## src/rtl/pipe_e_stage_pkg.sv

```systemverilog
// Shared CPU definitions: ALU operation codes used by the control unit and
// the execute stage, plus the layout of the D/E pipeline register.
package pipe_e_stage_pkg;

  // Low three bits select the operation; bit 3 is don't-care for these.
  localparam logic [2:0] ALU_ADD = 3'b000;
  localparam logic [2:0] ALU_SUB = 3'b100;
  localparam logic [2:0] ALU_AND = 3'b001;
  localparam logic [2:0] ALU_OR  = 3'b101;
  localparam logic [2:0] ALU_XOR = 3'b010;
  localparam logic [2:0] ALU_LUI = 3'b110;

  // Shift codes need all four bits.
  localparam logic [3:0] ALU_SLL = 4'b0011;
  localparam logic [3:0] ALU_SRL = 4'b0111;
  localparam logic [3:0] ALU_SRA = 4'b1111;

  localparam logic [4:0] LINK_REG = 5'd31;

  // Contents of the D/E register.
  typedef struct packed {
    logic        wreg;
    logic        m2reg;
    logic        wmem;
    logic        jal;
    logic        aluimm;
    logic        shift;
    logic [3:0]  aluc;
    logic [4:0]  rn;
    logic [31:0] pc4;
    logic [31:0] a;
    logic [31:0] b;
    logic [31:0] imm;
  } de_reg_t;

endpackage

```

## src/rtl/pipe_e_stage_alu.sv

```systemverilog
// Execute-stage ALU with the barrel shifter folded in. Shifts take the
// amount from a[4:0] and the data from b.
module alu
  import pipe_e_stage_pkg::*;
(
  input  logic [31:0] a,
  input  logic [31:0] b,
  input  logic [3:0]  aluc,
  output logic [31:0] r
);

  // Decode on the low bits; shift codes also qualify on bit 3, and any
  // code not in the table yields zero.
  always_comb begin
    r = '0;
    case (aluc[2:0])
      ALU_ADD: r = a + b;
      ALU_SUB: r = a - b;
      ALU_AND: r = a & b;
      ALU_OR:  r = a | b;
      ALU_XOR: r = a ^ b;
      ALU_LUI: r = {b[15:0], 16'h0000};
      3'b011:  r = (aluc == ALU_SLL) ? (b << a[4:0]) : 32'h0;
      3'b111:  r = (aluc == ALU_SRA) ? 32'($signed(b) >>> a[4:0])
                                     : (b >> a[4:0]);
      default: r = '0;
    endcase
  end

endmodule

```

## src/rtl/pipe_e_stage.sv

```systemverilog
// Execute stage: D/E pipeline register, ALU operand selection, jal link
// override and a saturating count of load-use bubbles.
module pipe_e_stage
  import pipe_e_stage_pkg::*;
#(
  parameter int CNT_W = 16
) (
  input  logic             clock,
  input  logic             resetn,
  input  logic             wpcir,
  input  logic             dwreg,
  input  logic             dm2reg,
  input  logic             dwmem,
  input  logic             djal,
  input  logic             daluimm,
  input  logic             dshift,
  input  logic [3:0]       daluc,
  input  logic [4:0]       drn,
  input  logic [31:0]      dpc4,
  input  logic [31:0]      da,
  input  logic [31:0]      db,
  input  logic [31:0]      dimm,
  output logic             ewreg,
  output logic             em2reg,
  output logic             ewmem,
  output logic [4:0]       ern,
  output logic [31:0]      ealu,
  output logic [31:0]      eb,
  output logic [CNT_W-1:0] ebubbles
);

  de_reg_t     de;
  logic [31:0] alu_a, alu_b, alu_r;

  // D/E register loads every cycle; a stall squashes only the side-effecting
  // controls so the bubble does nothing downstream.
  always_ff @(posedge clock or negedge resetn) begin
    if (!resetn) begin
      de <= '0;
    end else begin
      de.wreg   <= dwreg  & wpcir;
      de.m2reg  <= dm2reg & wpcir;
      de.wmem   <= dwmem  & wpcir;
      de.jal    <= djal   & wpcir;
      de.aluimm <= daluimm;
      de.shift  <= dshift;
      de.aluc   <= daluc;
      de.rn     <= drn;
      de.pc4    <= dpc4;
      de.a      <= da;
      de.b      <= db;
      de.imm    <= dimm;
    end
  end

  // Bubble counter sticks at all-ones rather than wrapping.
  always_ff @(posedge clock or negedge resetn) begin
    if (!resetn)
      ebubbles <= '0;
    else if (!wpcir && (ebubbles != '1))
      ebubbles <= ebubbles + CNT_W'(1);
  end

  assign alu_a = de.shift  ? de.imm : de.a;
  assign alu_b = de.aluimm ? de.imm : de.b;

  alu u_alu (
    .a    (alu_a),
    .b    (alu_b),
    .aluc (de.aluc),
    .r    (alu_r)
  );

  assign ewreg  = de.wreg;
  assign em2reg = de.m2reg;
  assign ewmem  = de.wmem;
  assign eb     = de.b;
  assign ern    = de.jal ? LINK_REG : de.rn;
  assign ealu   = de.jal ? (de.pc4 + 32'd4) : alu_r;

endmodule

```

## config.mk

```make
export PLATFORM = sky130hd
export DESIGN_NAME = pipe_e_stage
export DESIGN_NICKNAME = d
export VERILOG_FILES = /design/src/rtl/pipe_e_stage_pkg.sv /design/src/rtl/pipe_e_stage_alu.sv /design/src/rtl/pipe_e_stage.sv
export SDC_FILE = /design/constraint.sdc
export NUM_CORES = 1
export LEC_CHECK = 0
export ABC_AREA = 1
export CAP_MARGIN = 5
export CORE_ASPECT_RATIO = 1.1
export CORE_UTILIZATION = 35
export DETAILED_ROUTE_END_ITERATION = 8
export PLACE_DENSITY = 0.64
export SLEW_MARGIN = 25
export SYNTH_ARGS = -nofsm -noshare
export SYNTH_HDL_FRONTEND = slang
export SYNTH_SLANG_ARGS = --single-unit
```

## constraint.sdc

```tcl
create_clock -name clock -period 3.8 [get_ports clock]
set_input_delay 0.76 -clock clock [delete_from_list [all_inputs] [get_ports clock]]
set_output_delay 0.76 -clock clock [all_outputs]
set_load 0.01 [all_outputs]
```

==> results of run 1 <==
==> metrics by stage <==
stage / area, sq um / power, mW / setup TNS (ns) / setup WS [ns] / cells
2_1_floorplan: 15300 / 3.53 / -0.542 / -0.0863 / 2393
3_3_place_gp: 21300 / 5.41 / -28.29 / -1.47 / 3531
3_5_place_dp: 21300 / 5.41 / -28.07 / -1.36 / 3531
4_1_cts: 23600 / 7.48 / -24.75 / -1.08 / 3625
5_1_grt: 24600 / 8.19 / -32.27 / -1.38 / 3644
6_report: 24600 / 7.78 / -25.73 / -1.15 / 3645
==> area by class of cell <==
class                      instances  area (sq um)  area share
multi-input combinational       1837         11300       0.460
timing repair buffer             775          6980       0.284
sequential                       159          3980       0.162
inverter                         273          1050      0.0429
tap                              567           709      0.0289
clock buffer                      18           429      0.0175
clock inverter                    14           109     0.00443
timing repair inverter             1          6.26    0.000255
antenna                            1          2.50    0.000102
==> power by group through the flow <==
stage / clock network, mW / logic (mW) / registers, mW
after global placement: 0 / 3.46 / 1.95
after CTS: 1.63 / 3.92 / 1.93
after floorplan: 0 / 1.59 / 1.94
final: 1.59 / 4.27 / 1.93
after detailed placement: 0 / 3.46 / 1.95
after global routing: 1.70 / 4.56 / 1.94
==> placed cells by master (no fill, tap or decap), types with 12 or more instances in the layout <==
cell / synthesis / layout
a21oi_1: 72 / 40
nand3_2: 3 / 32
nand3_1: 321 / 284
o21ai_4: 1 / 19
buf_12: 0 / 20
a221oi_1: 12 / 12
nor2_4: 1 / 28
clkbuf_16: 0 / 17
ha_1: 98 / 83
nor2_1: 181 / 120
buf_2: 31 / 16
nor3_1: 23 / 15
inv_1: 260 / 224
o21ai_2: 21 / 27
buf_6: 7 / 57
nand2_4: 0 / 27
inv_2: 10 / 39
nand2_1: 776 / 632
clkdlybuf4s50_1: 0 / 200
nand2_2: 13 / 128
o211ai_1: 16 / 16
xor2_1: 57 / 44
ha_4: 0 / 13
dfrtp_1: 159 / 157
o21ai_1: 24 / 31
o21ai_0: 93 / 62
nor2_2: 14 / 48
a21oi_2: 2 / 25
buf_4: 39 / 463
nand4_1: 32 / 32
==> state kept, by name, summed over array words and instances, names as in the netlist <==
signal	count
ebubbles	16
eb	32
ewreg	1
ewmem	1
de	108
em2reg	1
==> worst max-delay path, delay by kind of cell (launching register included) <==
| family | cells | cell delay, ns |
|---|---|---|
| flops | 1 | 0.48 |
| xor+xnor | 1 | 0.22 |
| fa+ha+maj | 1 | 0.35 |
| compound gates | 1 | 0.16 |
| simple gates | 19 | 1.74 |
| buf+inv | 6 | 0.76 |
==> repair_timing <==
item / CTS / global route
pin swaps: 141 / 124
setup buffers: 55 / 19
endpoints found under the setup margin: 32 / 32
resized for setup: 495 / 209
cloned: 7 / 0
==> metal layers <==
layer | wire length, um | GRT usage
met3 | 4510 | 0.0548
met2 | 37400 | 0.605
met4 | 5450 | 0.221
met1 | 30000 | 0.406
met5 | 0 | 0
==> kinds of logic (layout without fill, tap and decap cells) <==
family,Yosys count,count (layout),share of synthesized area
xor gates and xnor gates,69,69,0.0398
buffers and inverters,397,1081,0.116
muxes,1,1,0.000742
DFF,159,159,0.262
and+or+nand+nor,1391,1391,0.389
other,0,1,0
AOI/OAI and AO/OA,277,277,0.110
adders and majority gates,99,99,0.0822
==> worst max path at each step <==
stage | startpoint | to | depth (start not counted)
global placement | de[138] | ealu[26] | 24
global route | de[138] | ealu[19] | 24
detailed placement | de[138] | ealu[26] | 24
finish | de[138] | ealu[26] | 28
floorplan | de[138] | ealu[31] | 29
CTS | de[138] | ealu[26] | 28
==> metrics.md, run 1 <==
| Metric | Value |
|---|---|
| Number of nets in the layout | approximately 3300 |
| Layout cells sized above 1 | 0.344 |
| Top cells by count, synth | 776 x nand2_1, 321 x nand3_1, 260 x inv_1 |
| Worst Path Required | ~3.0 ns |
| Min-delay worst type | input port to async pin |
| Worst-Margin Slew | around 0.95 ns |
| CP max stage delay | about 0.48 ns |
| MaxCap Viol Count | 0 |
| Rel. slew slack | 0.365 |
| Top-area cell type share of the netlist area | 0.262 |
| RSZ-0062 raised after global routing | true |
| Crit path time final | just under 5 ns |
| GRT overflow | 0 |
| Worst-Skew Late Latency | 0.47 ns |
| Fin crit share | 1.30 |
| Cell Pwr Density | 317 mW/mm^2 |
| VDD IR max | approximately 0.33 mV |
| Starting Density | 0.357 |
| EDFF count, synth | 0 |
| Worst Path Arrival | 4.19 ns |
| Power Internal | between 4 and 5 mW |
| Final Setup Violations | 32 |
| I/O pins | about 230 |
| Gr usage total | 0.349 |
| Outcome | finished, violations left |
| Root Driver | clkbuf_16 |
| Die span in x | about 200 um |
| Post-route ant nets | 0 |
| Height of the die | 220 um |
| Clock buffer depth | 2 |
| Vias in the first global route | roughly 19000 |
| Synthesized area | 0.0152 sq mm |
| Area grow syn2layout | 62.0% |
| Largest net degree at the start of global routing | between 60 and 70 |
| Combinational share of power | 0.548 |
| HPWL Detailed | between 60000 and 70000 um |
| Initial antenna violation count | 2 |
| Crit path max fanout | 6 |
| Mapped Nets | ~2600 |
| DR iter-0 viols | between 1500 and 2000 |
| Port Buffers | approximately 230 |
| CTS sink cnt | 159 |
| Clock buffer count from CTS | 17 |
| DR pass1 iterations | 6 |
| Seq/Total Area, Yosys | 0.262 |
| DIE AREA | around 0.044 sq mm |
| Post-synthesis cell count | 2393 |
| WL final | 77400 um |
| Final worst slack | -1.15 ns |
| First-pass GRT wire length | roughly 110000 um |
| Slew Viols, Final | 0 |
| Drt drc | 0 |
| Hold slack | roughly 0.26 ns |
| CP startpoint kind | flop |
| Clock share of power | 0.204 |
| Most used cell, CP | nand2_2 |
| Sequential group share of total power | 0.248 |
| Sw Ratio | 0.414 |
| Critical path's slowest cell | dfrtp_2 |
| Hold buffer count at cts | 0 |
| Vias per Instance | 5.21 |
| Clock skew | roughly 0.0036 ns |
| H-tree depth | 4 |
| Seq cells post-synth | between 150 and 200 |
| Ranking of synthesized cells by area | dfrtp_1 26%, nand2_1 19%, nand3_1 11% |
| Psw | ~3.2 mW |
| Cell with the most instances after synthesis | nand2_1 |
| Area leader, netlist | dfrtp_1 |
| R2R Setup Slk | around 1.6 ns |
| FF-to-FF End | ebubbles[13] |
| Core Util, Final | 0.578 |
| Static leakage | roughly 12 nW |
| Syn avg cell area | ~6.3 sq um |
| Wirelength per Cell | around 21 um |
| Row Count | 79 |
| Cells on worst reg2reg path | 11 |
| Fillers | 4153 |
| Max Freq | between 0.2 and 0.25 GHz |
| Clock-pin slew on the worst setup and hold paths | around 0.060 ns |
| Critical path class | flop to output pin |
| Worst Setup End Kind | output pin |
| TritonCTS clock tree | yes |
| Post-synth top flop | dfrtp_1 |
| Core footprint | approximately 0.043 sq mm |
| Final hold viol count | 0 |
| Post-synth cell types | 54 |
| Syn. warnings | 0 |
| Asr flop ratio synth | 1.00 |
| GPL Wtd Cong | 1.05 |
| Reg-to-Reg Start | ebubbles[0] |
| Vias | between 15000 and 20000 |
| Failing checks | setup timing |
Note: power is estimated with default switching activity, not from simulation.
==> run 2, diff against run 1 <==
- GPL_ROUTABILITY_DRIVEN: not set -> 0
- TNS_END_PERCENT: not set -> 20
==> metrics.md, run 2 (synthesis results as in run 1) <==
| Metric | Value |
|---|---|
| Clock buffer depth | 2 |
| Vias in the first global route | 18300 |
| First-pass GRT wire length | roughly 100000 um |
| Failing checks | setup timing |
| Critical path's slowest cell | dfrtp_2 |
| Psw | between 3 and 4 mW |
| DR iter-0 viols | around 2300 |
| Slew Viols, Final | 0 |
| Most common cell after layout, fill and taps aside | nand2_1 |
| Final Setup Violations | 32 |
| HPWL Detailed | about 52000 um |
| Placed insts | ~3400 |
| Crit path time final | slightly below 5 ns |
| Clock-pin slew on the worst setup and hold paths | approximately 0.06 ns |
| CP bufs+invs | 8 |
| VDD IR max | 0.282 mV |
| Vias per Instance | roughly 5.5 |
| CP startpoint kind | flop |
| Vias | around 19000 |
| H-tree depth | 4 |
| CTS sink cnt | about 160 |
| Hold buffer count at cts | 0 |
| Worst Setup End Kind | output pin |
| Reg-to-Reg Start | ebubbles[0] |
| Non-Filler Instances | between 3000 and 4000 |
| Starting Density | 0.357 |
| Min-delay worst type | input port to async pin |
| Highest Signal Layer | met4 |
| GRT overflow | 0 |
| Fin crit share | 1.31 |
| TritonCTS clock tree | yes |
| R2R Setup Slk | 1.56 ns |
| CP max stage delay | 0.48 ns |
| Most used cell, CP | nand2_1 |
| Reg with most FFs | de |
| Largest net degree at the start of global routing | 66 |
| Sequential group share of total power | 0.261 |
| Most frequent cells in the layout | 708 x nand2_1, 371 x buf_4, 304 x nand3_1, 241 x inv_1, 202 x clkdlybuf4s50_1 |
| DIE AREA | 0.0442 sq mm |
| Final worst slack | -1.16 ns |
| Sw Ratio | 0.415 |
| Clock share of power | 0.217 |
| RSZ-0062 raised after global routing | true |
| Static leakage | 11.5 nW |
| Met1 Wirelength | roughly 25000 um |
| Outcome | finished, violations left |
| WL met2 | between 30000 and 40000 um |
| Gr usage total | 0.299 |
| Layout cells sized above 1 | 0.270 |
| Hold slack | around 0.28 ns |
| WL final | 69300 um |
| MaxCap Viol Count | 0 |
| Row Count | 79 |
| Fillers | 4006 |
| Cells on worst reg2reg path | 11 |
| Die span in x | 200 um |
| Final hold viol count | 0 |
| Worst-Skew Late Latency | 0.45 ns |
| FF-to-FF End | ebubbles[13] |
| Clock buffer count from CTS | 17 |
| Clock skew | roughly 0.0038 ns |
| Worst Path Arrival | between 4 and 5 ns |
| CP Cell Sequence | buf_6, buf_12, buf_4, nand2_1, o21ai_2, nor3_2, nand2_4, o21ai_4, xor2_1, ha_1, buf_6, nand2_4, inv_2, a21oi_2, buf_4, buf_4, o21ai_0, nand2_1, nand4_1, nand3_2, nand3_2, nand2_1, nand2_1, buf_2 |
| Area grow syn2layout | 49.9% |
| I/O pins | approximately 230 |
| Post-route ant nets | 0 |
| Initial antenna violation count | 2 |
| Rel. slew slack | 0.438 |
| Drt drc | 0 |
| Worst-Margin Slew | 0.842 ns |
| Root Driver | clkbuf_16 |
| DR pass1 iterations | 8 |
| Combinational share of power | 0.522 |
| Max reg flops | 108 |
| Height of the die | 220 um |
| Critical path class | flop to output pin |
| Crit path max fanout | 13 |
| Cell Pwr Density | 324 mW/mm^2 |
| Total Power | ~7.4 mW |
| Max Freq | 0.201 GHz |
| Port Buffers | between 200 and 250 |
| Core footprint | between 0.04 and 0.05 sq mm |
| Number of nets in the layout | about 3200 |
| Wirelength per Cell | approximately 20 um |
| Worst path top cell family by delay | simple AND/OR/NAND/NOR gates |
| Power Internal | between 4 and 5 mW |
| Worst Path Required | ~3.0 ns |
| WL met3 | 6900 um |
run 2: through the flow:
stage	instance area, sq um	TNS (ns)	util	worst slack (ns)
after floorplan	15200	-0.842	-	-0.0863
after global placement	20500	-23.94	0.482	-1.10
after detailed placement	20500	-25.30	0.482	-1.13
after CTS	21700	-26.79	0.511	-1.04
after global routing	22700	-32.73	0.535	-1.33
final	22700	-27.24	0.535	-1.16
run 2: how the worst max path moves through the flow:
stage          slack, ns  endpoint    start  cells after the start
3_3_place_gp       -1.10  ealu[23]  de[138]                     24
4_1_cts            -1.04  ealu[30]  de[138]                     29
2_1_floorplan      -0.09  ealu[31]  de[138]                     29
5_1_grt            -1.33  ealu[26]  de[138]                     27
6_report           -1.16  ealu[26]  de[138]                     24
3_5_place_dp       -1.13  ealu[23]  de[138]                     26
run 2: power by group through the flow:
stage / logic (mW) / registers [mW] / clock network (mW)
global route: 4.08 / 1.94 / 1.71
detailed placement: 3.18 / 1.95 / 0
finish: 3.84 / 1.93 / 1.60
global placement: 3.15 / 1.95 / 0
floorplan: 1.57 / 1.94 / 0
CTS: 3.39 / 1.93 / 1.64
run 2: what timing repair did:
item / in CTS / in global routing
pin swaps: 90 / 124
endpoints found under the setup margin: 32 / 32
resized for setup: 228 / 241
buffers inserted: 31 / 21
cloned: 2 / 1
run 2: final cells by class:
class	count	area, sq um	area share
diodes	1	2.50	0.000110
inverters	273	1050	0.0461
multi-input cells	1837	10700	0.472
repair inverters	1	6.26	0.000275
flip-flops and latches	159	3980	0.175
clock buffers	17	425	0.0187
clock inverters	13	108	0.00473
repair buffers	652	5730	0.252
well taps	567	709	0.0312
run 2: routing by layer:
metal	vias up	global-route usage
met5	-	0
met4	0	0.219
met3	383	0.0707
met2	1166	0.492
met1	8828	0.342
li1	8811	-
